`src/rtl/memory_stage.sv`:
```
// Memory pipeline stage: waits for the data-bus response, aligns load data and
// registers the retired instruction toward writeback.
`ifndef I_MAX
`define I_MEM_R 0
`define I_MEM_W 1
`define I_WEX   2
`define I_LB    3
`define I_LBU   4
`define I_LH    5
`define I_LHU   6
`define I_LW    7
`define I_LWL   8
`define I_LWR   9
`define I_MAX   10
`endif

module memory_stage #(
  parameter int unsigned CTRL_W = `I_MAX
) (
  input  logic              clk,
  input  logic              resetn,
  input  logic [31:0]       data_rdata,
  input  logic              data_data_ok,
  input  logic              valid_i,
  input  logic [31:0]       pc_i,
  input  logic [31:0]       inst_i,
  input  logic [CTRL_W-1:0] ctrl_i,
  input  logic [31:0]       result_i,
  input  logic [31:0]       eaddr_i,
  input  logic [31:0]       rdata2_i,
  input  logic [4:0]        waddr_i,
  output logic              ready_o,
  input  logic              ready_i,
  output logic              valid_o,
  output logic [31:0]       pc_o,
  output logic [31:0]       inst_o,
  output logic [CTRL_W-1:0] ctrl_o,
  output logic [31:0]       result_o,
  output logic [4:0]        waddr_o,
  output logic [4:0]        fwd_addr,
  output logic [31:0]       fwd_data,
  output logic              fwd_ok
);

  localparam int unsigned XLEN = 32;
  localparam int unsigned RW   = 5;

  logic              got_r_q, got_r_d;
  logic [XLEN-1:0]   rbuf_q, rbuf_d;
  logic              valid_q;
  logic [XLEN-1:0]   pc_q, inst_q, result_q;
  logic [CTRL_W-1:0] ctrl_q;
  logic [RW-1:0]     waddr_q;

  logic            is_mem, done, capture;
  logic [XLEN-1:0] word, load_v;
  logic [1:0]      off;
  logic [7:0]      byte_v;
  logic [15:0]     half_v;
  logic [4:0]      sh_l, sh_r;
  logic            unused_c;

  assign unused_c = ^eaddr_i[31:2];

  // Handshake: a mem op retires once its response is here (live or buffered).
  assign is_mem   = ctrl_i[`I_MEM_R] | ctrl_i[`I_MEM_W];
  assign done     = ready_i && (!is_mem || data_data_ok || got_r_q);
  assign ready_o  = done || !valid_i;
  assign capture  = valid_i && is_mem && data_data_ok && !ready_i && !got_r_q;
  assign fwd_ok   = valid_i && done && ctrl_i[`I_WEX];
  assign fwd_addr = valid_i ? waddr_i : RW'(0);

  always_comb begin
    got_r_d = got_r_q;
    rbuf_d  = rbuf_q;
    if (done) begin
      got_r_d = 1'b0;
    end else if (capture) begin
      got_r_d = 1'b1;
      rbuf_d  = data_rdata;
    end
  end

  // Load alignment and LWL/LWR merge with the old rt value.
  always_comb begin
    word   = got_r_q ? rbuf_q : data_rdata;
    off    = eaddr_i[1:0];
    sh_l   = {~off, 3'b000};
    sh_r   = {off, 3'b000};
    byte_v = 8'(word >> sh_r);
    half_v = off[1] ? word[31:16] : word[15:0];
    load_v = word;
    if (ctrl_i[`I_LB])       load_v = {{24{byte_v[7]}}, byte_v};
    else if (ctrl_i[`I_LBU]) load_v = {24'h0, byte_v};
    else if (ctrl_i[`I_LH])  load_v = {{16{half_v[15]}}, half_v};
    else if (ctrl_i[`I_LHU]) load_v = {16'h0, half_v};
    else if (ctrl_i[`I_LWL]) load_v = (word << sh_l) | (rdata2_i & ~(32'hFFFF_FFFF << sh_l));
    else if (ctrl_i[`I_LWR]) load_v = (word >> sh_r) | (rdata2_i & ~(32'hFFFF_FFFF >> sh_r));
    fwd_data = ctrl_i[`I_MEM_R] ? load_v : result_i;
  end

  always_ff @(posedge clk) begin
    if (!resetn) begin
      got_r_q  <= 1'b0;
      rbuf_q   <= '0;
      valid_q  <= 1'b0;
      pc_q     <= '0;
      inst_q   <= '0;
      ctrl_q   <= '0;
      result_q <= '0;
      waddr_q  <= '0;
    end else begin
      got_r_q <= got_r_d;
      rbuf_q  <= rbuf_d;
      if (ready_i) begin
        valid_q  <= valid_i && done;
        pc_q     <= pc_i;
        inst_q   <= inst_i;
        ctrl_q   <= ctrl_i;
        result_q <= fwd_data;
        waddr_q  <= waddr_i;
      end
    end
  end

  assign valid_o  = valid_q;
  assign pc_o     = pc_q;
  assign inst_o   = inst_q;
  assign ctrl_o   = ctrl_q;
  assign result_o = result_q;
  assign waddr_o  = waddr_q;

endmodule

```
`config.mk`:
```
export PLATFORM = sky130hd
export DESIGN_NAME = memory_stage
export DESIGN_NICKNAME = d
export VERILOG_FILES = /design/src/rtl/memory_stage.sv
export SDC_FILE = /design/constraint.sdc
export NUM_CORES = 1
export LEC_CHECK = 0
export ABC_AREA = 0
export CAP_MARGIN = 5
export CORE_ASPECT_RATIO = 0.75
export CORE_MARGIN = 1
export CORE_UTILIZATION = 25
export CTS_CLUSTER_SIZE = 16
export DETAILED_ROUTE_END_ITERATION = 16
export PLACE_DENSITY = 0.54
export SYNTH_ARGS = -nofsm -noshare
export SYNTH_HDL_FRONTEND = slang
export SYNTH_SLANG_ARGS = --single-unit
```
`constraint.sdc`:
```
create_clock -name clk -period 2.95 [get_ports clk]
set_input_delay 0.7375 -clock clk [delete_from_list [all_inputs] [get_ports clk]]
set_output_delay 0.7375 -clock clk [all_outputs]
set_load 0.01 [all_outputs]
```
==> results.py <==
metrics = {
    "run_status": {
        "status": "complete, but fails checks",
        "violations": "setup timing",
    },
    "floorplan": {
        "rows": 60,
        "start_util": 0.254,
        "core_um2": 35800,
        "dieArea_um2": 37100,
        "dieHeight_um": 167,
        "top_level_ports": 363,
        "die_w_um": 222,
    },
    "routing": {
        "wl_um": 41100,
        "drc": 0,
        "drt-initial-drc-count": 659,
        "vias": 9922,
        "first_pass_iters": 5,
        "drt-wirelength-per-cell_um": 20.4,
        "ant_nets": 0,
        "vias_per_cell": 4.92,
    },
    "setup_path": {
        "critPathMaxFanout": 5,
        "path_class": "input pin to primary output",
        "cp.required_ns": 2.21,
        "end_kind": "primary output",
        "crit_path_max_incr_delay_ns": 0.57,
        "cp_cell_sequence": "buf_12, buf_12, buf_12, buf_6, mux2_4, mux4_2, a221oi_2, buf_4, o22ai_4, buf_2",
        "cp-start-kind": "input pin",
        "cp_num_buf_inv": 6,
        "critPathTopFamily": "multiplexers",
        "crit_top_cell": "buf_12",
        "cp_data_arrival_time_ns": 2.80,
        "slowest_stage": "mux4_2",
    },
    "min_path": {
        "hp-class": "flop to flop",
    },
    "place": {
        "placed_area_um2": 14400,
        "dp_hpwl_um": 30500,
        "gp_congestion": 0.894,
        "port_buffers": 332,
        "preCtsSetupSlack_ns": -1.08,
    },
    "synthesis": {
        "ys.flop_type": "dfxtp_1",
        "ys_seq_area_frac": 0.319,
        "ys_warn_count": 0,
        "synthesis.nets": 1217,
        "synth-edff-count": 0,
        "avgSynthCellArea_um2": 9.04,
        "yosys_register_bits": 145,
        "synthCells": 1005,
        "synthArstFlopShare": 0,
        "synth_area_um2": 9090,
        "ys_types": 54,
    },
    "sta": {
        "slew_headroom": 0.531,
        "worst_slack_ns": -0.585,
        "fmax_mhz": 283,
        "rsz0062_at_grt": "yes",
        "period_needed_ns": 3.54,
        "holdWs_ns": 0.483,
        "period_share": 1.20,
        "hold_viol_final": 0,
        "final_max_slew_viol_count": 0,
        "setup_viol": 32,
        "fin_skew_ns": 0.0106,
        "worst_pin_slew_ns": 0.704,
    },
    "run": {
        "drv_cap": 0,
    },
    "grt": {
        "antenna_found_initial": 6,
        "grt.total_usage": 0.217,
        "grt_pass1_vias": 9828,
        "grt_max_degree": 107,
        "grt_pass1_wl_um": 61200,
        "gr-total-overflow": 0,
    },
    "final_layout": {
        "num-nets-final": 1746,
        "final_common_cell": "clkdlybuf4s50_1",
        "fillers": 3502,
        "drive_gt1_frac": 0.321,
        "fin_area_um2": 16200,
        "most-common-layout-cells": "clkdlybuf4s50_1, buf_4, dfxtp_1",
        "syn_to_final_growth_pct": 78.4,
    },
    "clocking": {
        "clock-root-buffer": "clkbuf_16",
        "clk_pin_slew_ns": 0.06,
        "cts_num_sinks": 145,
        "cts.path.max_buffers": 2,
        "cts_tree": "yes",
        "cts_hold_buf": 0,
        "h-tree-depth": 4,
        "cts_inserted_buffers": 17,
        "clkLatencyLatePin_ns": 0.45,
    },
    "power": {
        "power.density_nw_per_um2": 407,
        "power.leakage_nw": 6.60,
        "vdd_drop_max_v": 0.000394,
    },
}
## state kept, by name, indices dropped and copies added, names as in the netlist
| register | cells |
|---|---|
| valid_o | 1 |
| waddr_o | 5 |
| inst_o | 32 |
| rbuf_q | 32 |
| result_o | 32 |
| ctrl_o | 10 |
| pc_o | 32 |
| got_r_q | 1 |
## timing repair
item / CTS / global route
gates resized for setup: 299 / 57
pin swaps: 36 / 26
buffers inserted: 44 / 11
setup endpoints to repair: 34 / 34
cloned: 5 / 0
hold endpoints to repair: 0 / 0
## stage by stage
| stage | utilization | instances | setup TNS (ns) | power, W |
|---|---|---|---|---|
| 2_1_floorplan | - | 1005 | -0.354 | 0.00293 |
| 3_3_place_gp | 0.403 | 1922 | -30.07 | 0.00398 |
| 3_5_place_dp | 0.403 | 1922 | -31.72 | 0.00399 |
| 4_1_cts | 0.443 | 2002 | -12.99 | 0.00660 |
| 5_1_grt | 0.453 | 2013 | -14.92 | 0.00688 |
| 6_report | 0.453 | 2015 | -13.53 | 0.00660 |
## area by class of cell
cell class                 instances  area [µm²]  area share
antenna                            3        7.51    0.000463
clock buffer                      17         425      0.0262
clock inverter                    15         213      0.0131
inverter                           7        28.8     0.00177
multi-input combinational        765        6280       0.387
sequential                       145        2910       0.179
tap                              465         582      0.0359
timing repair buffer             598        5770       0.356
## tightest hold or removal path: cells and delay by family, from the launching register on
kind / cells / cell delay [ns]
AOI/OAI and AO/OA: 1 / 0.07
DFF: 1 / 0.32
and+or+nand+nor: 1 / 0.05
## report_power, final
part	total (W)	switching, W	internal [W]	leakage, nW
combinational	0.00206	0.000903	0.00116	5.09
clock	0.00241	0.00110	0.00131	0.310
sequential	0.00213	0.0000593	0.00207	1.19
total	0.00660	0.00206	0.00454	6.60
## worst paths after layout
kind | depth (start not counted) | slack (ns) | end | startpoint
worst max-delay path | 10 | -0.59 | fwd_data[29] | eaddr_i[0]
worst min-delay path | 2 | 0.48 | rbuf_q[27] | rbuf_q[27]
worst max register to register | 13 | 0.26 | result_o[24] | got_r_q
worst min register to register | 2 | 0.48 | rbuf_q[27] | rbuf_q[27]
## cell usage after synthesis (15+ instances only)
master / instances / area share
dfxtp_1: 145 / 0.32
a21boi_0: 32 / 0.026
nand2_1: 110 / 0.045
mux4_2: 26 / 0.064
nand3_1: 22 / 0.012
clkbuf_1: 54 / 0.022
mux2i_1: 129 / 0.14
nor2b_1: 98 / 0.067
o211ai_1: 24 / 0.020
a21oi_1: 30 / 0.017
mux2_2: 34 / 0.042
nand2b_1: 16 / 0.011
nor2_1: 47 / 0.019
o21ai_0: 34 / 0.019
a221oi_1: 15 / 0.014
## logic make-up after synthesis
family,count (synthesis),share of synthesized area
buf+inv,95,0.0460
flops,145,0.319
simple gates,327,0.178
compound gates,236,0.192
mux,202,0.265
## per-layer routing
metal	vias to the layer above	global-route usage	share of wire
met5	-	0	0.00027
met4	2	0.0504	0.015
met3	39	0.0602	0.067
met2	342	0.359	0.47
met1	4801	0.279	0.45
li1	4738	-	-
Power figures use the tool's default switching activity.
